## src/rtl/aes_word_loader.sv

```systemverilog
// aes_word_loader: packs four 32-bit words (first word in [127:96]) into a registered 128-bit AES state; the round-0 key XOR is applied only when AES_LOADER_KEYXOR_EN is defined
module aes_word_loader (
  input  logic         clk,
  input  logic         rst_n,
  input  logic         clr,
  input  logic [31:0]  din,
  input  logic         din_valid,
  output logic         din_ready,
  input  logic [127:0] key,
  output logic [127:0] do1,
  output logic         do_valid,
  input  logic         do_ready
);
  typedef enum logic {COLLECT, FULL} state_t;
  state_t state_q, state_d;
  logic [1:0] cnt_q, cnt_d;
  logic [95:0] buf_q, buf_d;
  logic [127:0] do1_q, do1_d, key_m;
`ifdef AES_LOADER_KEYXOR_EN
  assign key_m = key;
`else
  logic unused_key;
  assign unused_key = ^key;
  assign key_m = '0;
`endif
  always_comb begin
    state_d = state_q;
    cnt_d = cnt_q;
    buf_d = buf_q;
    do1_d = do1_q;
    if (clr) begin
      state_d = COLLECT;
      cnt_d = '0;
      buf_d = '0;
    end else if (state_q == COLLECT && din_valid) begin
      cnt_d = cnt_q + 2'd1;
      buf_d = {cnt_q == 2'd0 ? din : buf_q[95:64],
               cnt_q == 2'd1 ? din : buf_q[63:32],
               cnt_q == 2'd2 ? din : buf_q[31:0]};
      if (cnt_q == 2'd3) begin
        state_d = FULL;
        do1_d = {buf_q, din} ^ key_m;
        buf_d = '0;
      end
    end else if (state_q == FULL && do_ready) begin
      state_d = COLLECT;
      cnt_d = '0;
    end
  end
  always_ff @(posedge clk) begin
    if (!rst_n) begin
      state_q <= COLLECT;
      cnt_q <= '0;
      buf_q <= '0;
      do1_q <= '0;
    end else begin
      state_q <= state_d;
      cnt_q <= cnt_d;
      buf_q <= buf_d;
      do1_q <= do1_d;
    end
  end
  assign din_ready = state_q == COLLECT;
  assign do_valid = state_q == FULL;
  assign do1 = do1_q;
endmodule

```

## config.mk

```make
export PLATFORM = sky130hd
export DESIGN_NAME = aes_word_loader
export DESIGN_NICKNAME = d
export VERILOG_FILES = /design/src/rtl/aes_word_loader.sv
export SDC_FILE = /design/constraint.sdc
export NUM_CORES = 1
export LEC_CHECK = 0
export ABC_AREA = 1
export BUFFER_PORTS_ARGS = -buffer_cell sky130_fd_sc_hd__buf_2
export CORE_ASPECT_RATIO = 0.7
export CORE_MARGIN = 1.5
export CORE_UTILIZATION = 46
export DETAILED_ROUTE_END_ITERATION = 7
export GPL_TIMING_DRIVEN = 0
export PLACE_DENSITY = 0.76
export RECOVER_POWER = 50
export SLEW_MARGIN = 10
export SYNTH_ARGS = -nofsm -noshare
export SYNTH_HDL_FRONTEND = slang
export SYNTH_SLANG_ARGS = --single-unit
```

## constraint.sdc

```tcl
create_clock -name clk -period 1.4 [get_ports clk]
set_input_delay 0.28 -clock clk [delete_from_list [all_inputs] [get_ports clk]]
set_output_delay 0.28 -clock clk [all_outputs]
set_load 0.1 [all_outputs]
```

Yosys cells after proc, flatten, opt, wreduce, memory -nomap -nowiden

Cells that the tools add are included.

Register bits: 227
Input bits: 165
Output and inout port bits: 130
Logic and storage cells: 36

$add $sub $neg: 1
Equal/unequal tests: 4
Mux-type cells: 9
Bitwise operators: 3
Reductions and logical operators: 13

Operator list:

| kind                                                                     | number |
|---|---|
| 32-bit two-way mux                                                       | 3 |
| 96-bit two-way mux                                                       | 1 |
| 2-bit AND reduction                                                      | 4 |
| 2-bit nonzero test                                                       | 4 |
| 2-bit equality test (second input constant)                              | 2 |
| 2-bit two-way mux                                                        | 2 |
| 1-bit two-way mux                                                        | 3 |
| 1-bit inverter                                                           | 3 |
| 3-bit AND reduction                                                      | 1 |
| 2-bit by 1-bit adder with 2-bit output (second input constant)           | 1 |
| 2-bit by 1-bit equality test with 1-bit output (second input constant)   | 1 |
| 1-bit logical AND                                                        | 2 |
| 2-bit zero test                                                          | 1 |
| 2-bit by 1-bit inequality test with 1-bit output (second input constant) | 1 |
| 2-bit OR reduction                                                       | 1 |

Logic depth before layout (Yosys ltp)

Word-level depth: 4
Gate-level depth with buffers: 9
Gate-level depth less buffers: 8

Least setup slack after synthesis

No wires, ideal clock.

Path type: flip-flop to flip-flop
Start: register state_q (netlist: do_valid)
End: register do1_q[100] (netlist: do1[100])
Library setup time: 117 ps
Arrival: 2274 ps
Required time: 1283 ps
Setup slack: -990 ps
Cell stages (with the launch flop): 8
Buffers on the path: 2
Clock period less this slack: 2390 ps
Cell sequence: dfxtp_1 -> inv_2 -> nand3_1 -> nor2_1 -> buf_4 -> buf_6 -> nor2_1 -> nor2_1

Longest elaborated chain between the ends: 3

RTL lines:

| element                              | line | source |
|---|---|---|
| from (decl)                          | 15   | `state_t state_q, state_d;` |
| from (signal assigned)               | 57   | `state_q <= state_d;` |
| 1-bit inverter                       | --   |  |
| named net din_ready                  | 8    | `output logic din_ready,` |
| 1-bit logical AND                    | 35   | `end else if (state_q == COLLECT && din_valid) begin` |
| 3-bit AND reduction (no source line) | --   |  |
| to (signal assigned)                 | 60   | `do1_q <= do1_d;` |
| to (decl)                            | 18   | `logic [127:0] do1_q, do1_d, key_m;` |

The timed path passes the listed nets, and every way through them passes these cells.
A chain may end at the register's enable or synchronous reset.

Final worst setup path

Start: register cnt_q[1]
End: register do1_q[32] (netlist: do1[32])

Longest elaborated chain between the ends: 2

RTL lines:

| element                              | line | source |
|---|---|---|
| from (decl)                          | 16   | `logic [1:0] cnt_q, cnt_d;` |
| from (signal assigned)               | 58   | `cnt_q <= cnt_d;` |
| 2-bit equality test                  | 40   | `if (cnt_q == 2'd3) begin` |
| 3-bit AND reduction (no source line) | --   |  |

No other way between the ends.

==> results.md <==
| Group | Item | Reported |
|---|---|---|
| run status | Run status | finished, violations left |
| run status | Failing checks | setup timing |
| clocking | CTS tree | built |
| power and ir drop | Largest voltage drop on the vdd net | 0.7735 mV |
| min path | Source of the worst hold timing path | din[21] |
| floorplan | Die height | 122.1 um |
| yosys | Register bit count reported by yosys | 227 |
| finish | Number of fill cells | 1278 |
| yosys | Synth top area share | 48.76% |
| yosys | Net Count, Synth | 1500 |
| sta | Slew Limit Fails | 0 |
| placed design | Count of buffers inserted at the top-level ports | 166 |
| sta | Min Tclk post-route | 1613 ps |
| yosys | Avg Synthesized Cell Area | 7.002 um^2 |
| flow run | Max-capacitance violation count | 0 |
| clocking | Number of buffers inserted for hold repair after clock tree synthesis | 0 |
| global route | Initial antenna violation count | 0 |
| power and ir drop | Switching power summed over all nets | 3.587 mW |
| yosys | Cell types occupying the most area after synthesis | sky130_fd_sc_hd__dfxtp_1 (49%), sky130_fd_sc_hd__nor2_1 (19%), sky130_fd_sc_hd__nand4_1 (8.6%) |
| power and ir drop | Internal | 10.47 mW |
| global route | Largest net degree at the start of global routing | 15 |
| sta | Hold slack final | 186.8 ps |
| clocking | Total number of clock tree sinks | 227 |
| critical path | Data required time of the worst path | 1830 ps |
| sta | Final Hold Viols | 0 |
| critical path | Cell depth of the worst flop-to-flop path | 8 |
| global route | Total global-route track usage | 26.89% |
| detailed routing | Wirelength per Cell | 18.41 um |
| yosys | Post-synth EDFFs | 0 |
| yosys | Count leader, synth | sky130_fd_sc_hd__nor2_1 |
| critical path | Launch instance of the worst register-to-register path | cnt_q[1] |
| placed design | Place WS | -429.3 ps |
| clocking | Buffer type at the clock tree root | sky130_fd_sc_hd__clkbuf_16 |
| detailed routing | DR DRC count | 0 |
| sta | Total setup violations reported at the end of the flow | 218 |
| critical path | Critical Setup Path Class | flip-flop to flip-flop |
| detailed routing | Number of nets still failing antenna checks after routing | 0 |
| yosys | Share of synthesized registers carrying an async set or reset | 0% |
| placed design | Post-DP HPWL | 19220 um |
| global route | Total overflow reported by the global router | 0 |
| floorplan | Number of top-level pins | 295 |
| critical path | Kind of start point of the critical path | flip-flop |
| floorplan | Std cell rows | 43 |
| yosys | Sequential fraction of the synthesis area | 48.76% |
| sta | Unrepaired setup endpoints after global routing | true |
| detailed routing | Wire length after detailed routing | 33970 um |
| sta | Worst-Margin Slew | 965.8 ps |
| yosys | Post-synth top area cell | sky130_fd_sc_hd__dfxtp_1 |
| critical path | Crit path capture type | flip-flop |
| placed design | Placer Congestion | 0.9257 |
| sta | Setup skew after layout | 20.46 ps |
| yosys | Synth warn | 0 |
| yosys | Mapped cell area | 9320 um^2 |
| global route | Wire length of the first global-routing pass | 45020 um |
| sta | Fraction of the cycle the final worst path needs | 115.2% |
| min path | Hold WC Path Type | input port to flip-flop |
| clocking | H-tree depth | 1 |
| detailed routing | Ratio of routed vias to standard cells | 5.390 |
| power and ir drop | Share of total power in combinational logic | 10.2% |
| power and ir drop | Clock group share of total power | 42.8% |
| power and ir drop | Leakage power summed over all cells | 5.979 nW |
| floorplan | Die area | 21140 um^2 |
| detailed routing | Detailed-route via count | 9945 |
| clocking | Clock transition time at the flip-flop clock pins of the worst setup and hold paths | 70 ps |
| power and ir drop | Share of power burned in registers | 47.0% |
| floorplan | Area of the core region | 19850 um^2 |
| critical path | Arrival time reported for the critical path endpoint | 2040 ps |
| yosys | Synthesized instance count | 1331 |
| power and ir drop | Power density relative to cell area | 957.2 nW/um^2 |
| critical path | Max Fanout on Critical Path | 6 |
| yosys | Yosys cell types | 19 |
| finish | Diodes inserted | 0 |
| yosys | Top cell types by occurrence after synthesis | sky130_fd_sc_hd__nor2_1 (475), sky130_fd_sc_hd__dfxtp_1 (227), sky130_fd_sc_hd__nand2_1 (154) |
| floorplan | Starting utilization of the core area | 46.95% |
| finish | Final net count | 1730 |
| critical path | Source of the critical timing path | cnt_q[1] |
| clocking | Clock buffer count from CTS | 22 |
| power and ir drop | Net switching fraction of the power | 25.52% |
| clocking | Clock Latency Late Sink | 520 ps |
| sta | Slack of the critical path | -213.0 ps |
| sta | Maximum achievable frequency | 620.0 MHz |
| finish | Share of post-route cells with drive strength above 1 | 34.03% |
| clocking | Clock Tree Buf Depth | 3 |
| yosys | Most instantiated flip-flop cell in the synthesis netlist | sky130_fd_sc_hd__dfxtp_1 |
| min path | Destination of the worst hold path | do1[21] |
| min path | Hold path depth | 5 |
| detailed routing | DR iter-0 viols | 871 |
| critical path | Setup slack on the worst flop-to-flop path | -210 ps |
| finish | Area delta synth->final | 57.52% |
| global route | Vias in the first global route | 8635 |
| sta | Sum of negative setup slack | -19330 ps |
| floorplan | Width of the chip | 173.1 um |
| detailed routing | Detailed-router iteration count before antenna repair | 6 |
| sta | Max-slew headroom at the worst pin | 35.61% |
| critical path | R2R Path End | do1[32] |
-- power by group through the flow --
stage | registers, mW | logic (mW) | clock network (mW)
2_1_floorplan | 6.81 | 0.600 | 0
3_3_place_gp | 6.73 | 0.994 | 0
3_5_place_dp | 6.73 | 1.01 | 0
4_1_cts | 6.59 | 1.16 | 5.98
5_1_grt | 6.61 | 1.52 | 6.30
6_report | 6.61 | 1.43 | 6.01
-- registers in the layout (all words and copies together) (netlist names) --
register  flops
do_valid      1
cnt_q         2
do1         128
buf_q        96
-- cell type report --
class                           instances  area [um^2]  share of cell area [%]
Inverter                              141        544.3                   3.707
Sequential cell                       227         4638                   31.59
Clock inverter                          4        45.04                  0.3068
Timing Repair Buffer                  208         3267                   22.25
Tap cell                              270        337.8                   2.301
Clock buffer                           34        666.9                   4.542
Buffer                                 98        779.5                   5.309
Multi-Input combinational cell        863         4403                   29.99
-- logic make-up (layout without fill, tap and decap cells) --
group | after synthesis | in the layout | synth area share [%]
AOI/OAI and AO/OA | 93 | 93 | 4.994
adders and majority gates | 4 | 4 | 0.5370
buffers and inverters | 242 | 485 | 11.24
DFF | 227 | 227 | 48.76
and+or+nand+nor | 765 | 766 | 34.47
-- critical path, stage by stage (launching register included) --
cell,delay (ps)
sky130_fd_sc_hd__dfxtp_4,420
sky130_fd_sc_hd__ha_4,200
sky130_fd_sc_hd__nand3_4,90
sky130_fd_sc_hd__nor2_4,180
sky130_fd_sc_hd__buf_12,150
sky130_fd_sc_hd__clkbuf_16,170
sky130_fd_sc_hd__buf_16,120
sky130_fd_sc_hd__nor2_2,40
sky130_fd_sc_hd__nor2_1,150
-- layer usage --
metal	wire (um)	part of all wire, %	vias to the layer above	global-route usage, %
met5	0	0	-	0
met4	1649	4.9	0	11.58
met3	3459	10	139	5.587
met2	14990	44	529	40.65
met1	13870	41	4643	37.32
li1	-	-	4634	-
-- placed cells by master (no fill, tap or decap), types with 2 or more instances in the layout --
cell type                     n
sky130_fd_sc_hd__clkbuf_2     4
sky130_fd_sc_hd__dfxtp_4      3
sky130_fd_sc_hd__nand2_4      2
sky130_fd_sc_hd__nand2_2      7
sky130_fd_sc_hd__buf_12     102
sky130_fd_sc_hd__clkinv_2     3
sky130_fd_sc_hd__o21ai_0     24
sky130_fd_sc_hd__ha_1         2
sky130_fd_sc_hd__buf_16       2
sky130_fd_sc_hd__nor2_1     363
sky130_fd_sc_hd__buf_1        9
sky130_fd_sc_hd__clkbuf_4     3
sky130_fd_sc_hd__nand4_1    128
sky130_fd_sc_hd__buf_4       24
sky130_fd_sc_hd__o21ai_1     34
sky130_fd_sc_hd__dfxtp_2     66
sky130_fd_sc_hd__buf_2       48
sky130_fd_sc_hd__nor2_2      73
sky130_fd_sc_hd__a21oi_2      2
sky130_fd_sc_hd__buf_6       42
sky130_fd_sc_hd__buf_8       30
sky130_fd_sc_hd__clkbuf_1    30
sky130_fd_sc_hd__a21oi_1      5
sky130_fd_sc_hd__ha_4         2
sky130_fd_sc_hd__nand2_1    149
sky130_fd_sc_hd__dfxtp_1    158
sky130_fd_sc_hd__nand3_1      2
sky130_fd_sc_hd__o21ai_2     26
sky130_fd_sc_hd__inv_2        4
sky130_fd_sc_hd__clkbuf_8     6
sky130_fd_sc_hd__inv_1      135
sky130_fd_sc_hd__nor2_4      41
sky130_fd_sc_hd__clkbuf_16   40
sky130_fd_sc_hd__o21ai_4      2
-- how the worst max path moves through the flow --
stage / to / slack, ps / depth (start not counted)
floorplan: buf_q[88] / -20 / 7
global placement: buf_q[53] / -400 / 6
detailed placement: buf_q[22] / -430 / 6
CTS: buf_q[76] / -80 / 7
global route: do1[32] / -230 / 8
finish: do1[32] / -210 / 8
-- per-stage QoR --
stage | power [mW] | std cells | cell area, um^2 | utilization, %
after floorplan | 7.408 | 1331 | 9366 | -
after global placement | 7.725 | 1767 | 10540 | 53.07
after detailed placement | 7.745 | 1767 | 10540 | 53.07
after CTS | 13.73 | 1822 | 12540 | 63.14
after global routing | 14.44 | 1845 | 14680 | 73.95
final | 14.05 | 1845 | 14680 | 73.95
-- repair_timing --
action                     in CTS  in global routing
setup endpoints to repair     356                351
hold endpoints to repair        0                  0
gates resized for setup       363                557
pin swaps                      76                105
cloned                          6                 15
buffers inserted               11                 13
Power figures use the tool's default switching activity.
